==> src/rtl/ifetch_stage.sv <==
// Instruction-fetch stage: PC register, icache read address, registered IF/ID slot
// with valid/ready handshake, stall and redirect/flush. Optional counters: IFETCH_PERF_EN.
module ifetch_stage #(
  parameter int          ADDR_W   = 6,
  parameter logic [31:0] RESET_PC = 32'h0000_0000
) (
  input  logic              clk_i,
  input  logic              rst_i,
  output logic [ADDR_W-1:0] rdaddr_o,
  input  logic [31:0]       inst_i,
  input  logic              redirect_i,
  input  logic [31:0]       target_i,
  input  logic              ready_i,
  output logic              valid_o,
  output logic [31:0]       inst_o,
  output logic [31:0]       pc_o,
  output logic [31:0]       pc_plus4_o,
  output logic              misalign_o
`ifdef IFETCH_PERF_EN
  ,
  output logic [15:0]       stall_cnt_o,
  output logic [15:0]       flush_cnt_o
`endif
);

  typedef enum logic {
    ST_BOOT = 1'b0,
    ST_RUN  = 1'b1
  } state_e;

  state_e      state_q, state_d;
  logic [31:0] fetch_pc_q, fetch_pc_d;
  logic        valid_q, valid_d;
  logic [31:0] inst_q, inst_d;
  logic [31:0] pc_q, pc_d;
  logic        misalign_q, misalign_d;
  logic        advance;

  // Handshake: a slot transfers to decode on any edge where valid_o & ready_i.
  // A full slot with ready_i low holds inst_o/pc_o/valid_o exactly; a redirect
  // flushes the slot regardless of ready_i, so the held instruction is dropped.
  assign advance = (state_q == ST_BOOT) || !valid_q || ready_i;

  always_comb begin
    state_d    = state_q;
    fetch_pc_d = fetch_pc_q;
    valid_d    = valid_q;
    inst_d     = inst_q;
    pc_d       = pc_q;
    misalign_d = misalign_q;
    if (redirect_i) begin
      fetch_pc_d = {target_i[31:2], 2'b00};
      valid_d    = 1'b0;
      state_d    = ST_BOOT;
      if (target_i[1:0] != 2'b00) begin
        misalign_d = 1'b1;
      end
    end else if (advance) begin
      // BOOT refills the empty slot from the freshly loaded PC, then RUN streams.
      valid_d    = 1'b1;
      inst_d     = inst_i;
      pc_d       = fetch_pc_q;
      fetch_pc_d = fetch_pc_q + 32'd4;
      state_d    = ST_RUN;
    end
  end

  always_ff @(posedge clk_i) begin
    if (rst_i) begin
      state_q    <= ST_BOOT;
      fetch_pc_q <= RESET_PC;
      valid_q    <= 1'b0;
      inst_q     <= 32'h0;
      pc_q       <= 32'h0;
      misalign_q <= 1'b0;
    end else begin
      state_q    <= state_d;
      fetch_pc_q <= fetch_pc_d;
      valid_q    <= valid_d;
      inst_q     <= inst_d;
      pc_q       <= pc_d;
      misalign_q <= misalign_d;
    end
  end

  // Word address wraps within the icache; the PC itself keeps all 32 bits.
  assign rdaddr_o   = fetch_pc_q[ADDR_W+1:2];
  assign valid_o    = valid_q;
  assign inst_o     = inst_q;
  assign pc_o       = pc_q;
  assign pc_plus4_o = pc_q + 32'd4;
  assign misalign_o = misalign_q;

`ifdef IFETCH_PERF_EN
  logic [15:0] stall_cnt_q, stall_cnt_d;
  logic [15:0] flush_cnt_q, flush_cnt_d;

  always_comb begin
    stall_cnt_d = stall_cnt_q;
    flush_cnt_d = flush_cnt_q;
    if ((state_q == ST_RUN) && valid_q && !ready_i && !redirect_i &&
        (stall_cnt_q != 16'hFFFF)) begin
      stall_cnt_d = stall_cnt_q + 16'd1;
    end
    if (redirect_i && valid_q && (flush_cnt_q != 16'hFFFF)) begin
      flush_cnt_d = flush_cnt_q + 16'd1;
    end
  end

  always_ff @(posedge clk_i) begin
    if (rst_i) begin
      stall_cnt_q <= 16'h0;
      flush_cnt_q <= 16'h0;
    end else begin
      stall_cnt_q <= stall_cnt_d;
      flush_cnt_q <= flush_cnt_d;
    end
  end

  assign stall_cnt_o = stall_cnt_q;
  assign flush_cnt_o = flush_cnt_q;
`else
  // Counters are not built in this configuration.
`endif

endmodule

==> config.mk <==
export PLATFORM = sky130hd
export DESIGN_NAME = ifetch_stage
export DESIGN_NICKNAME = d
export VERILOG_FILES = /design/src/rtl/ifetch_stage.sv
export SDC_FILE = /design/constraint.sdc
export NUM_CORES = 1
export LEC_CHECK = 0
export ABC_AREA = 1
export ABC_CLOCK_PERIOD_IN_PS = 3300
export CAP_MARGIN = 20
export CORE_ASPECT_RATIO = 1.2
export CORE_MARGIN = 2
export CORE_UTILIZATION = 50
export CTS_CLUSTER_DIAMETER = 100
export DETAILED_ROUTE_END_ITERATION = 12
export PLACE_DENSITY = 0.95
export SYNTH_ARGS = -nofsm -noshare
export SYNTH_HDL_FRONTEND = slang
export SYNTH_SLANG_ARGS = --single-unit
==> constraint.sdc <==
create_clock -name clk_i -period 3.3 [get_ports clk_i]
set_input_delay 0.825 -clock clk_i [delete_from_list [all_inputs] [get_ports clk_i]]
set_output_delay 0.825 -clock clk_i [all_outputs]
set_load 0.05 [all_outputs]
==> metrics.txt <==
status=completed; initial antenna violation count=0; Max Freq=0.3218 GHz; number of flops mapped to enable cells by yosys=0; CP max FO=5; Post-Syn Area=between 5000 and 6000 um^2; Antenna Nets Post-Route=0; slowest CP cell=clkdlybuf4s50_1; Worst-Skew Late Latency=~0.35 ns; main combinational cell family by area after synthesis=simple AND/OR/NAND/NOR gates; post-synth top area share=37.40%; drt pass-1 iters=5; Vias/cell=5.425; CTS Root Cell=clkbuf_16; 1st-iter DRT viols=533; Clock Path Buffers=2; r2r startpoint=valid_o; combinational power share=a little over a quarter; vias in the first global route=5149; crit path from=pc_o[5]; H-tree lvl count=3; adder-cell area share of the yosys netlist=less than 1%; # IOs=172; Worst Skew=0.006497 ns; Synth area leaders=dfxtp_1 (37%), nor2_1 (11%), nand2_1 (9.4%), nand3_1 (5.5%), inv_1 (5.4%); WS Path Type=reg -> out; Layout Nets=960; syn_area_per_cell=6.753 um^2; post-synthesis compound-gate area fraction=13.35%; die height=113.9 um; YS warnings=0; DRC Markers=0; die area=10880 um^2; Max stage delay on crit path=0.81 ns; Critical Path RT=about 2.5 ns; Final Max Slew Viols=0; Synth cell types=33; startpoint types=flop; # rows=40; Synth Flop Type=dfxtp_1; fin crit share=94.16%; Inserted Diodes=0; Synth Instances=around 750; Int Pwr=between 0.002 and 0.0025 W; Port Buffers=167; routed len/inst=15.16 um; largest net degree at the start of global routing=between 70 and 80; Die X=95.57 um; design area=7041 um^2; Power Dens Cells=approximately 440 nW/um^2; setup total negative slack=0 ns; Tmin final=3.107 ns; sequential fraction of the synthesis area=37.40%; Hold Path Origin=inst_o[0]; Post-CTS Setup Repair Bufs=0; Starting Density=50.77%; count leader, synth=nor2_1; Seq cells post-synth=94; crit end category=output pin; Switch Pwr=0.001039 W; worst-path cell chain=nand2_2, nor3_2, nand2_2, nor2_4, xor2_1, clkdlybuf4s50_1; area delta synth->final=39.94%; first-pass GRT wire length=24.76 mm; CTS tree=yes; sequential share of power=41.6%; setup violators final=0; GR Overflow Total=0; Hold/Removal Path Class=reg -> reg; Hold Buf Count CTS=0; total core area=just under 10000 um^2; Max VDD drop=411.7 uV; worst path arrival time=approximately 2.3 ns; Max Cap Viol=0; Slew @ Worst Pin=0.6753 ns; Simple-Gate Fraction of Synth Area=roughly a third; largest area contributor in the netlist=dfxtp_1; RePlAce Congestion=0.9993; clock sinks=94; LEAKAGE=2.997 nW; Finished Layout Cells=approximately 1000; relative slew slack=54.63%; gr usage total=28.79%; clock transition at the registers of the reported paths=0.06 ns; HPWL Detailed=11.04 mm; cell mode on critical path=nand2_2; multiplexer share of the synthesized area=0%; RSZ-0062 raised after global routing=no; Synth top cells by count=nor2_1 (150), nand2_1 (126), dfxtp_1 (94), inv_1 (72), nand3_1 (55); Power Total=0.003115 W; Sw Ratio=33.35%; Async SR Flop Fraction=0%; placed instance area=6725 um^2; Clock Power Share=31.9%; share of cells above drive strength 1=6.376%; Post-Synth XOR/XNOR Area=4.874%; CTS buffer count=9; Fin. Hold Viols=0; DRT Wirelength=15.47 mm; Hold WS=0.4803 ns; Placed Cells=1005; Vias=between 5000 and 6000
==> layout by cell type, fill, tap and decap left out, types with 17 or more instances in the layout <==
cell type        netlist  layout
nand2_1              126     126
nor2_1               150     150
xor2_1                22      22
clkdlybuf4s50_1        0     146
dfxtp_1               94      94
a22oi_1               18      18
inv_1                 72      72
nand3_1               55      55
nor3_1                19      19
a21oi_1               17      17
o21ai_0               53      53
==> metrics by stage <==
stage / util [%] / worst slack [ns]
6_report: 71.05 / 0.1928
4_1_cts: 70.74 / 0.001173
2_1_floorplan: - / 0.2068
5_1_grt: 71.05 / 0.03249
3_5_place_dp: 67.87 / 0.3713
3_3_place_gp: 67.87 / 0.3665
==> power groups by stage <==
stage	clock (W)	sequential, W	combinational [W]
5_1_grt	0.00105	0.00131	0.000874
2_1_floorplan	0	0.00150	0.000336
3_5_place_dp	0	0.00132	0.000820
6_report	0.000994	0.00130	0.000826
3_3_place_gp	0	0.00131	0.000811
4_1_cts	0.00100	0.00129	0.000826
==> sequential cells by signal, summed over array words and instances, names as in the netlist <==
name,cells
fetch_pc_q,30
pc_o,30
valid_o,1
misalign_o,1
inst_o,32
==> final cells by class <==
class                      instances  area, um^2
fill                             755        2869
sequential                        94        1882
timing repair buffer             173        1775
clock inverter                     2       16.27
clock buffer                      13       270.3
multi-input combinational        538        2661
inverter                          74       277.8
tap                              126       157.7
==> metal layers <==
layer,global-route usage [%],vias up,wire [um],part of all wire [%]
li1,-,2707,-,-
met1,35.51,2500,5998,39
met3,5.218,51,1213,7.8
met2,48.07,275,7634,49
met4,13.62,0,619,4.0
met5,0,-,0,0
==> kinds of logic (layout without fill, tap and decap cells) <==
kind of cell               after synthesis  count (layout)
xor gates and xnor gates                28              28
and+or+nand+nor                        390             390
adders and majority gates                2               2
buffers and inverters                  116             262
AOI/OAI and AO/OA                      114             114
DFF                                     94              94
other                                    1               4
==> what timing repair did <==
item / 4_1_cts / 5_1_grt
gates resized for setup: 1 / 12
cloned: 0 / 0
pin swaps: 0 / 0
endpoints found under the setup margin: 1 / 12
==> path summary, 6_finish.rpt <==
check / end / slack (ns) / cells past startpoint
worst max-delay path: pc_plus4_o[12] / 0.19 / 6
worst min-delay path: inst_o[0] / 0.48 / 2
worst max register to register: pc_o[5] / 1.45 / 6
worst min register to register: inst_o[0] / 0.48 / 2
==> worst max-delay path: cells and delay by family, from the launching register on <==
family,cells,cell delay [ns]
xor gates and xnor gates,1,0.14
buffers and inverters,1,0.81
DFF,1,0.43
and+or+nand+nor,4,0.55
(Power assumes the default switching activity.)
